<file path="config.mk">
export PLATFORM = sky130hd
export DESIGN_NAME = score_tracker
export DESIGN_NICKNAME = d
export VERILOG_FILES = /design/src/rtl/score_tracker.sv
export SDC_FILE = /design/constraint.sdc
export NUM_CORES = 1
export LEC_CHECK = 0
export ABC_AREA = 0
export CORE_AREA = 3 3 41 43
export CTS_BUF_LIST = sky130_fd_sc_hd__clkbuf_8 sky130_fd_sc_hd__clkbuf_16
export DETAILED_ROUTE_END_ITERATION = 6
export DIE_AREA = 0 0 44 46
export DONT_BUFFER_PORTS = 1
export PLACE_DENSITY = 0.73
export RECOVER_POWER = 50
export SETUP_SLACK_MARGIN = 0.05
export SLEW_MARGIN = 20
export SYNTH_ARGS = -nofsm -noshare
export SYNTH_HDL_FRONTEND = slang
export SYNTH_SLANG_ARGS = --single-unit
</file>
<file path="constraint.sdc">
create_clock -name clk -period 2.1 [get_ports clk]
set_input_delay 0.21 -clock clk [delete_from_list [all_inputs] [get_ports clk]]
set_output_delay 0.21 -clock clk [all_outputs]
set_load 0.03 [all_outputs]
</file>
<file path="src/rtl/score_tracker.sv">
// Multi-player saturating round-score tracker with first-to-MAX_SCORE game-over detection.
// Optional round counter is built only when SCORE_TRACKER_ROUNDS_EN is defined.
module score_tracker #(
  parameter int PLAYERS   = 2,
  parameter int WIDTH     = 3,
  parameter int MAX_SCORE = 7,
  parameter int RWIDTH    = 6
) (
  input  logic                       clk,
  input  logic                       reset,
  input  logic                       clear,
  input  logic [PLAYERS-1:0]         win,
  input  logic [PLAYERS-1:0]         lose,
  output logic [PLAYERS*WIDTH-1:0]   score,
  output logic                       game_over,
  output logic [PLAYERS-1:0]         winner,
  output logic [RWIDTH-1:0]          rounds
);

  typedef enum logic [0:0] {
    ST_PLAY = 1'b0,
    ST_OVER = 1'b1
  } state_t;

  localparam logic [WIDTH-1:0] MAX_V  = WIDTH'(MAX_SCORE);
  localparam logic [WIDTH-1:0] ZERO_V = {WIDTH{1'b0}};
  localparam logic [WIDTH-1:0] ONE_V  = WIDTH'(32'd1);

  if ((MAX_SCORE < 1) || (MAX_SCORE > (2**WIDTH) - 1)) begin : g_bad_max
    $error("score_tracker: MAX_SCORE out of range for WIDTH");
  end
  if ((PLAYERS < 2) || (PLAYERS > 8)) begin : g_bad_players
    $error("score_tracker: PLAYERS must be 2..8");
  end

  state_t                     state_r, state_s;
  logic [PLAYERS*WIDTH-1:0]   score_r, score_s;
  logic [PLAYERS*WIDTH-1:0]   upd_s;
  logic [PLAYERS-1:0]         winner_r, winner_s;
  logic                       game_over_r, game_over_s;
  logic                       found_s;

  // Per-player saturating candidate score, independent of game state.
  for (genvar p = 0; p < PLAYERS; p++) begin : g_player
    logic [WIDTH-1:0] cur_s;
    logic [WIDTH-1:0] nxt_s;

    always_comb begin
      cur_s = score_r[p*WIDTH +: WIDTH];
      nxt_s = cur_s;
      if (win[p] && !lose[p]) begin
        if (cur_s < MAX_V) begin
          nxt_s = cur_s + ONE_V;
        end else begin
          nxt_s = cur_s;
        end
      end else if (lose[p] && !win[p]) begin
        if (cur_s != ZERO_V) begin
          nxt_s = cur_s - ONE_V;
        end else begin
          nxt_s = cur_s;
        end
      end else begin
        nxt_s = cur_s;
      end
    end

    assign upd_s[p*WIDTH +: WIDTH] = nxt_s;
  end

  // Next-state logic: clear beats play updates; OVER freezes everything.
  always_comb begin
    state_s     = state_r;
    score_s     = score_r;
    winner_s    = winner_r;
    game_over_s = game_over_r;
    found_s     = 1'b0;
    if (clear) begin
      state_s     = ST_PLAY;
      score_s     = {(PLAYERS*WIDTH){1'b0}};
      winner_s    = {PLAYERS{1'b0}};
      game_over_s = 1'b0;
    end else begin
      case (state_r)
        ST_PLAY: begin
          score_s  = upd_s;
          winner_s = {PLAYERS{1'b0}};
          // Ascending scan so the lowest index wins a tie.
          for (int i = 0; i < PLAYERS; i++) begin
            if (!found_s && (upd_s[i*WIDTH +: WIDTH] == MAX_V)) begin
              found_s     = 1'b1;
              winner_s[i] = 1'b1;
            end else begin
              found_s = found_s;
            end
          end
          if (found_s) begin
            state_s     = ST_OVER;
            game_over_s = 1'b1;
          end else begin
            state_s     = ST_PLAY;
            game_over_s = 1'b0;
          end
        end
        ST_OVER: begin
          state_s     = ST_OVER;
          game_over_s = 1'b1;
        end
        default: begin
          state_s     = ST_PLAY;
          score_s     = {(PLAYERS*WIDTH){1'b0}};
          winner_s    = {PLAYERS{1'b0}};
          game_over_s = 1'b0;
        end
      endcase
    end
  end

  // State and output registers.
  always_ff @(posedge clk) begin
    if (reset) begin
      state_r     <= ST_PLAY;
      score_r     <= {(PLAYERS*WIDTH){1'b0}};
      winner_r    <= {PLAYERS{1'b0}};
      game_over_r <= 1'b0;
    end else begin
      state_r     <= state_s;
      score_r     <= score_s;
      winner_r    <= winner_s;
      game_over_r <= game_over_s;
    end
  end

  assign score     = score_r;
  assign winner    = winner_r;
  assign game_over = game_over_r;

`ifdef SCORE_TRACKER_ROUNDS_EN
  localparam logic [RWIDTH-1:0] RMAX_V  = {RWIDTH{1'b1}};
  localparam logic [RWIDTH-1:0] RONE_V  = RWIDTH'(32'd1);

  logic [RWIDTH-1:0] rounds_r, rounds_s;

  // Saturating count of PLAY cycles with any round activity.
  always_comb begin
    rounds_s = rounds_r;
    if (clear) begin
      rounds_s = {RWIDTH{1'b0}};
    end else if ((state_r == ST_PLAY) && (|(win | lose)) && (rounds_r != RMAX_V)) begin
      rounds_s = rounds_r + RONE_V;
    end else begin
      rounds_s = rounds_r;
    end
  end

  // Round counter register.
  always_ff @(posedge clk) begin
    if (reset) begin
      rounds_r <= {RWIDTH{1'b0}};
    end else begin
      rounds_r <= rounds_s;
    end
  end

  assign rounds = rounds_r;
`else
  assign rounds = {RWIDTH{1'b0}};
`endif

endmodule

</file>
==> results of run 1 <==
==> synth_stat cells, drive strengths merged <==
cell type and n:
or3 1, a21bo 1, nor2b 5, nand3 1, and2 1, or2 2, a211o 1, a211oi 2
and2b 2, a21boi 1, and3 2, inv 12, a31oi 1, conb 1, nand2 6, nor4 2
o21ai 3, a221o 1, dfxtp 9, o21a 1, nand2b 3, nor2 9, a311oi 1, xnor2 3
o311a 1, o22ai 2, nand4 1, o211ai 1, a221oi 3, buf 7, o211a 1, ha 8
and4b 1, mux2i 2, a21oi 3
==> logic make-up after synthesis <==
kind of cell,share of synthesized area [%]
mux,2.48
other cells,0.464
flops,22.3
compound gates,22.9
fa+ha+maj,12.4
simple gates,24.5
buf+inv,11.8
xor+xnor,3.25
==> registers in the layout, summed over array words and instances (netlist names) <==
register,cells
score,6
winner,2
game_over,1
==> critical path, stage by stage, from the launching register on <==
cell and delay [ns]:
dfxtp_1 0.32, clkbuf_1 0.43, ha_1 0.23, and2b_2 0.14, xnor2_1 0.08, o211ai_1 0.24, o311a_1 0.23, o21ai_1 0.07
==> metrics by stage <==
stage | power, W | instance area (sq um) | instances | utilization, % | hold slack, ns
final | 0.000461 | 883 | 125 | 66.2 | 0.192
after global routing | 0.000480 | 883 | 125 | 66.2 | 0.208
after CTS | 0.000467 | 895 | 125 | 67.1 | 0.188
after detailed placement | 0.000269 | 850 | 121 | 63.7 | 0.434
after global placement | 0.000266 | 850 | 121 | 63.7 | 0.430
after floorplan | 0.000261 | 828 | 106 | - | 0.404
==> placed cells by master (no fill, tap or decap), drive strengths merged <==
| cell | count |
|---|---|
| xnor2 | 3 |
| buf | 4 |
| a311oi | 1 |
| inv | 13 |
| a21oi | 3 |
| o21ai | 3 |
| a211o | 1 |
| and4b | 1 |
| ha | 8 |
| o22ai | 2 |
| o211a | 1 |
| nand2 | 6 |
| and3 | 2 |
| a21bo | 1 |
| mux2i | 2 |
| and2 | 1 |
| a21boi | 1 |
| or2 | 2 |
| clkbuf | 6 |
| nand3 | 1 |
| nand4 | 1 |
| nor4 | 2 |
| a221oi | 3 |
| nor2 | 9 |
| a31oi | 1 |
| or3 | 1 |
| and2b | 2 |
| a221o | 1 |
| nor2b | 5 |
| nand2b | 3 |
| conb | 6 |
| o211ai | 1 |
| dfxtp | 9 |
| a211oi | 2 |
| o21a | 1 |
| o311a | 1 |
==> worst paths after layout <==
kind                         start                      to  slack [ns]  cells past startpoint
min                          reset    game_over$_SDFF_PP0_        0.19                      2
max reg2reg  score[1]$_SDFFE_PP0N_  winner[1]$_SDFFE_PP0N_        0.24                      7
max          score[1]$_SDFFE_PP0N_  winner[1]$_SDFFE_PP0N_        0.24                      7
min reg2reg  score[1]$_SDFFE_PP0N_   score[1]$_SDFFE_PP0N_        0.48                      2
==> area by class of cell <==
class | count | area [sq um]
multi-input cells | 78 | 552
fillers | 126 | 450
flip-flops and latches | 9 | 181
inverters | 12 | 45.0
clock buffers | 3 | 41.3
repair buffers | 7 | 41.3
well taps | 15 | 18.8
clock inverters | 1 | 3.75
==> metal layers <==
layer  GRT usage, %  vias to the layer above  share of wire [%]
met1           20.1                      314                 39
met2           37.2                       30                 52
met5              0                        -                  0
li1               -                      360                  -
met4           7.23                        0                1.4
met3           4.74                        5                8.0
==> power groups by stage <==
| stage | Combinational, W | Clock, W | Sequential (W) |
|---|---|---|---|
| global route | 0.0000988 | 0.000205 | 0.000177 |
| floorplan | 0.0000708 | 0 | 0.000191 |
| finish | 0.0000886 | 0.000196 | 0.000177 |
| CTS | 0.0000895 | 0.000201 | 0.000177 |
| detailed placement | 0.0000891 | 0 | 0.000180 |
| global placement | 0.0000867 | 0 | 0.000180 |
==> impl_metrics.py, run 1 <==
metrics = {
    "placed_design": {
        "place_worst_setup_slack_ns": 0.293,
        "dpl.hpwl_um": 1350,
        "gp_congestion": 0.881,
        "port_buffers": 0,
    },
    "clock_network": {
        "cts_sinks": 9,
        "cts_setup_buffers": 0,
        "clk_latency_ns": 0.23,
        "htree_levels": 1,
        "cts_hold_buf": 0,
        "clock_path_buffers": 2,
        "path_clk_slew_ns": 0.05,
        "cts_resized": 0,
        "cts_root_buffer": "clkbuf_8",
        "cts-buffers-inserted": 3,
        "tritoncts": "yes",
    },
    "cells_and_area": {
        "diodes": 0,
        "area_growth_pct": 9.29,
        "drive_above_1_share_pct": 14.5,
        "design.final.nets": 126,
    },
    "power": {
        "clock_power_share_pct": 42.4,
        "pwr-share-comb_pct": 19.2,
        "vdd_ir_drop_max_mv": 0.314,
        "pwr-share-seq_pct": 38.3,
        "power_leakage_nw": 0.416,
        "power_density_nw_per_um2": 522,
        "switching_share_pct": 27.6,
        "switchingPower_w": 0.000127,
        "internal-power_w": 0.000334,
    },
    "yosys": {
        "syn_area_per_cell_sq_um": 8.00,
        "synth_seq_area_share_pct": 22.3,
        "synth_area_leaders": "dfxtp_1 (22%), ha_1 (12%), buf_4 (5.6%)",
        "yosys_warnings": 0,
        "synthesis.area_sq_um": 808,
        "synth-seq-cells": 9,
        "yosysTopAreaCellShare_pct": 22.3,
        "synthCells": 101,
        "yosys.area.top_type": "dfxtp_1",
        "yosysUniqueCellTypes": 38,
    },
    "critical_path": {
        "worst_setup_path_end_kind": "flip-flop",
        "path_class": "flip-flop to flip-flop",
        "path_max_fanout": 6,
        "worstPathArrival_ns": 1.98,
        "cp-start-kind": "flip-flop",
        "crit_required_ns": 2.22,
    },
    "global_routing": {
        "grt_pass1_vias": 726,
        "overflow": 0,
        "grt_max_degree": 9,
        "antenna_found_initial": 0,
        "grt_first_pass_wirelength_um": 2930,
        "grt.total_usage_pct": 19.4,
    },
    "sta": {
        "fin_skew_ns": 0.00176,
        "min_period_ns": 1.86,
        "slew_violations": 0,
        "fin_tns_setup_ns": 0,
        "worst_pin_slew_ns": 0.647,
        "setup_viol": 0,
        "fmax_mhz": 538,
        "finalCritPeriodShare_pct": 88.5,
        "final-hold-violation-count": 0,
        "worst_slack_ns": 0.241,
        "rsz0062_at_grt": "false",
        "relSlewSlack_pct": 56.9,
    },
    "drt": {
        "vias_per_cell": 5.67,
        "first_pass_iters": 4,
        "wirelength_um": 1660,
        "drt_iter0_drc": 10,
        "routedWlPerCell_um": 13.3,
        "dr_total_vias": 709,
        "ant_nets": 0,
        "drcViolationCount": 0,
    },
    "run_status": {
        "outcome": "complete, no violations",
    },
    "floorplanning": {
        "core_area_sq_um": 1330,
        "die_x_um": 44,
        "ios": 22,
        "die_h_um": 46,
        "die_area_sq_um": 2020,
        "start_util_pct": 60.6,
        "num_rows": 13,
    },
    "job": {
        "maxCapViolCount": 0,
    },
    "worst_hold_path": {
        "hold_path.class": "primary input to flip-flop",
    },
}
Power figures use the tool's default switching activity.
==> run 2: changes to the inputs <==
Settings changed: PLACE_DENSITY 0.73 to 0.74, SLEW_MARGIN 20 to 0.
==> run 2 against run 1 <==
Routed wire length grew 8.0%. Sequential power is essentially flat. Non-clock buffer count is the same. Utilization grew 0.38 points. Worst setup slack lost 0.022 ns. Highest routed layer unchanged. Die area is the same. Global-route usage grew 0.83 points. Final cell count is the same. Critical path depth shrank 1. Largest cell class unchanged. Combinational power grew 2%. Cell area grew 0.57%.
==> impl_metrics.py, run 2 (synthesis gave the netlist of run 1 again) <==
metrics = {
    "sta": {
        "setup_viol": 0,
        "finalCritPeriodShare_pct": 89.6,
        "relSlewSlack_pct": 61.5,
        "fin_skew_ns": 0.00105,
        "slew_violations": 0,
        "min_period_ns": 1.88,
        "worst_slack_ns": 0.219,
        "worst_pin_slew_ns": 0.577,
        "final-hold-violation-count": 0,
        "rsz0062_at_grt": "false",
        "fmax_mhz": 532,
        "fin_tns_setup_ns": 0,
    },
    "drt": {
        "first_pass_iters": 4,
        "routedWlPerCell_um": 14.3,
        "wirelength_um": 1790,
        "drcViolationCount": 0,
        "ant_nets": 0,
        "dr_total_vias": 745,
        "drt_iter0_drc": 19,
        "vias_per_cell": 5.96,
    },
    "critical_path": {
        "path_cells": "clkbuf_1 > nor2b_1 > a221oi_1 > a221o_1 > and3_1 > o21a_1",
        "cp-start-kind": "flip-flop",
        "crit_required_ns": 2.23,
        "crit_path_top_delay_cell": "clkbuf_1",
        "crit_path_max_incr_delay_ns": 0.46,
        "path_class": "flip-flop to flip-flop",
        "worst_setup_path_end_kind": "flip-flop",
        "path_max_fanout": 5,
        "worstPathArrival_ns": 2.01,
    },
    "power": {
        "vdd_ir_drop_max_mv": 0.489,
        "power_leakage_nw": 0.418,
        "power_density_nw_per_um2": 530,
    },
    "cells_and_area": {
        "final_common_cell": "inv_1",
        "area_growth_pct": 9.91,
        "diodes": 0,
        "drive_above_1_share_pct": 16.4,
        "largest_register_ffs": 6,
        "design.final.nets": 126,
        "final_cell_mix": "inv_1 (12), nor2_1 (9), ha_1 (8), dfxtp_1 (8)",
    },
    "worst_hold_path": {
        "hold_path.class": "primary input to flip-flop",
    },
    "clock_network": {
        "clock_path_buffers": 2,
        "path_clk_slew_ns": 0.05,
        "cts_sinks": 9,
        "cts_setup_buffers": 0,
        "clk_latency_ns": 0.23,
        "htree_levels": 1,
        "cts-buffers-inserted": 3,
        "tritoncts": "yes",
        "cts_hold_buf": 0,
        "cts_resized": 0,
        "cts_root_buffer": "clkbuf_8",
    },
    "floorplanning": {
        "die_x_um": 44,
        "start_util_pct": 60.6,
        "ios": 22,
        "core_area_sq_um": 1330,
        "num_rows": 13,
        "die_area_sq_um": 2020,
        "die_h_um": 46,
    },
    "global_routing": {
        "grt_first_pass_wirelength_um": 2970,
        "grt.total_usage_pct": 20.3,
        "grt_max_degree": 14,
        "grt_pass1_vias": 697,
        "overflow": 0,
        "antenna_found_initial": 0,
    },
    "placed_design": {
        "place_worst_setup_slack_ns": 0.263,
        "port_buffers": 0,
        "gp_congestion": 0.928,
        "dpl.hpwl_um": 1370,
    },
    "run_status": {
        "outcome": "complete, no violations",
    },
    "job": {
        "maxCapViolCount": 0,
    },
}
[run 2: layer usage]
metal | up-vias | wire length (um) | global-route usage [%] | part of all wire, %
li1 | 358 | - | - | -
met1 | 340 | 710 | 22.3 | 40
met2 | 41 | 890 | 33.1 | 50
met3 | 6 | 154 | 7.91 | 8.6
met4 | 0 | 34 | 11.4 | 1.9
met5 | - | 0 | 0 | 0
[run 2: worst paths after layout]
path / end / startpoint / slack (ns) / cells past startpoint
max: game_over$_SDFF_PP0_ / score[5]$_SDFFE_PP0N_ / 0.22 / 6
min: score[0]$_SDFFE_PP0N_ / reset / 0.20 / 2
max reg2reg: game_over$_SDFF_PP0_ / score[5]$_SDFFE_PP0N_ / 0.22 / 6
min reg2reg: score[1]$_SDFFE_PP0N_ / score[1]$_SDFFE_PP0N_ / 0.51 / 2
[run 2: layout make-up]
| type | count | area [sq um] |
|---|---|---|
| clock buffers | 3 | 41.3 |
| clock inverters | 1 | 5.00 |
| repair buffers | 7 | 45.0 |
| well taps | 15 | 18.8 |
| flip-flops and latches | 9 | 181 |
| fillers | 129 | 445 |
| multi-input cells | 78 | 552 |
| inverters | 12 | 45.0 |
[run 2: stage by stage]
| stage | util, % | cell area [sq um] | instances | hold slack (ns) | power (W) |
|---|---|---|---|---|---|
| floorplan | - | 828 | 106 | 0.404 | 0.000261 |
| global placement | 63.7 | 850 | 121 | 0.442 | 0.000267 |
| detailed placement | 63.7 | 850 | 121 | 0.439 | 0.000269 |
| CTS | 67.2 | 896 | 125 | 0.191 | 0.000477 |
| global route | 66.6 | 888 | 125 | 0.205 | 0.000494 |
| finish | 66.6 | 888 | 125 | 0.197 | 0.000471 |
[run 2: where the power goes]
| part | switching, W | total, W | internal (W) |
|---|---|---|---|
| logic | 0.0000581 | 0.0000900 | 0.0000319 |
| registers | 0.00000192 | 0.000177 | 0.000175 |
| clock network | 0.0000743 | 0.000204 | 0.000130 |
| total | 0.000134 | 0.000471 | 0.000337 |
[run 2: worst max-delay path: cells and delay by family, from the launching register on]
kind	cells	cell delay [ns]
AND/OR/NAND/NOR	2	0.42
buffers and inverters	1	0.46
flip-flops	1	0.33
AO/OA/AOI/OAI	3	0.57
==> run 3: changes to the inputs <==
Settings changed: CAP_MARGIN from default to 20.
==> results of run 3 <==
Final layout, timing and power as in run 2 (identical DEF).
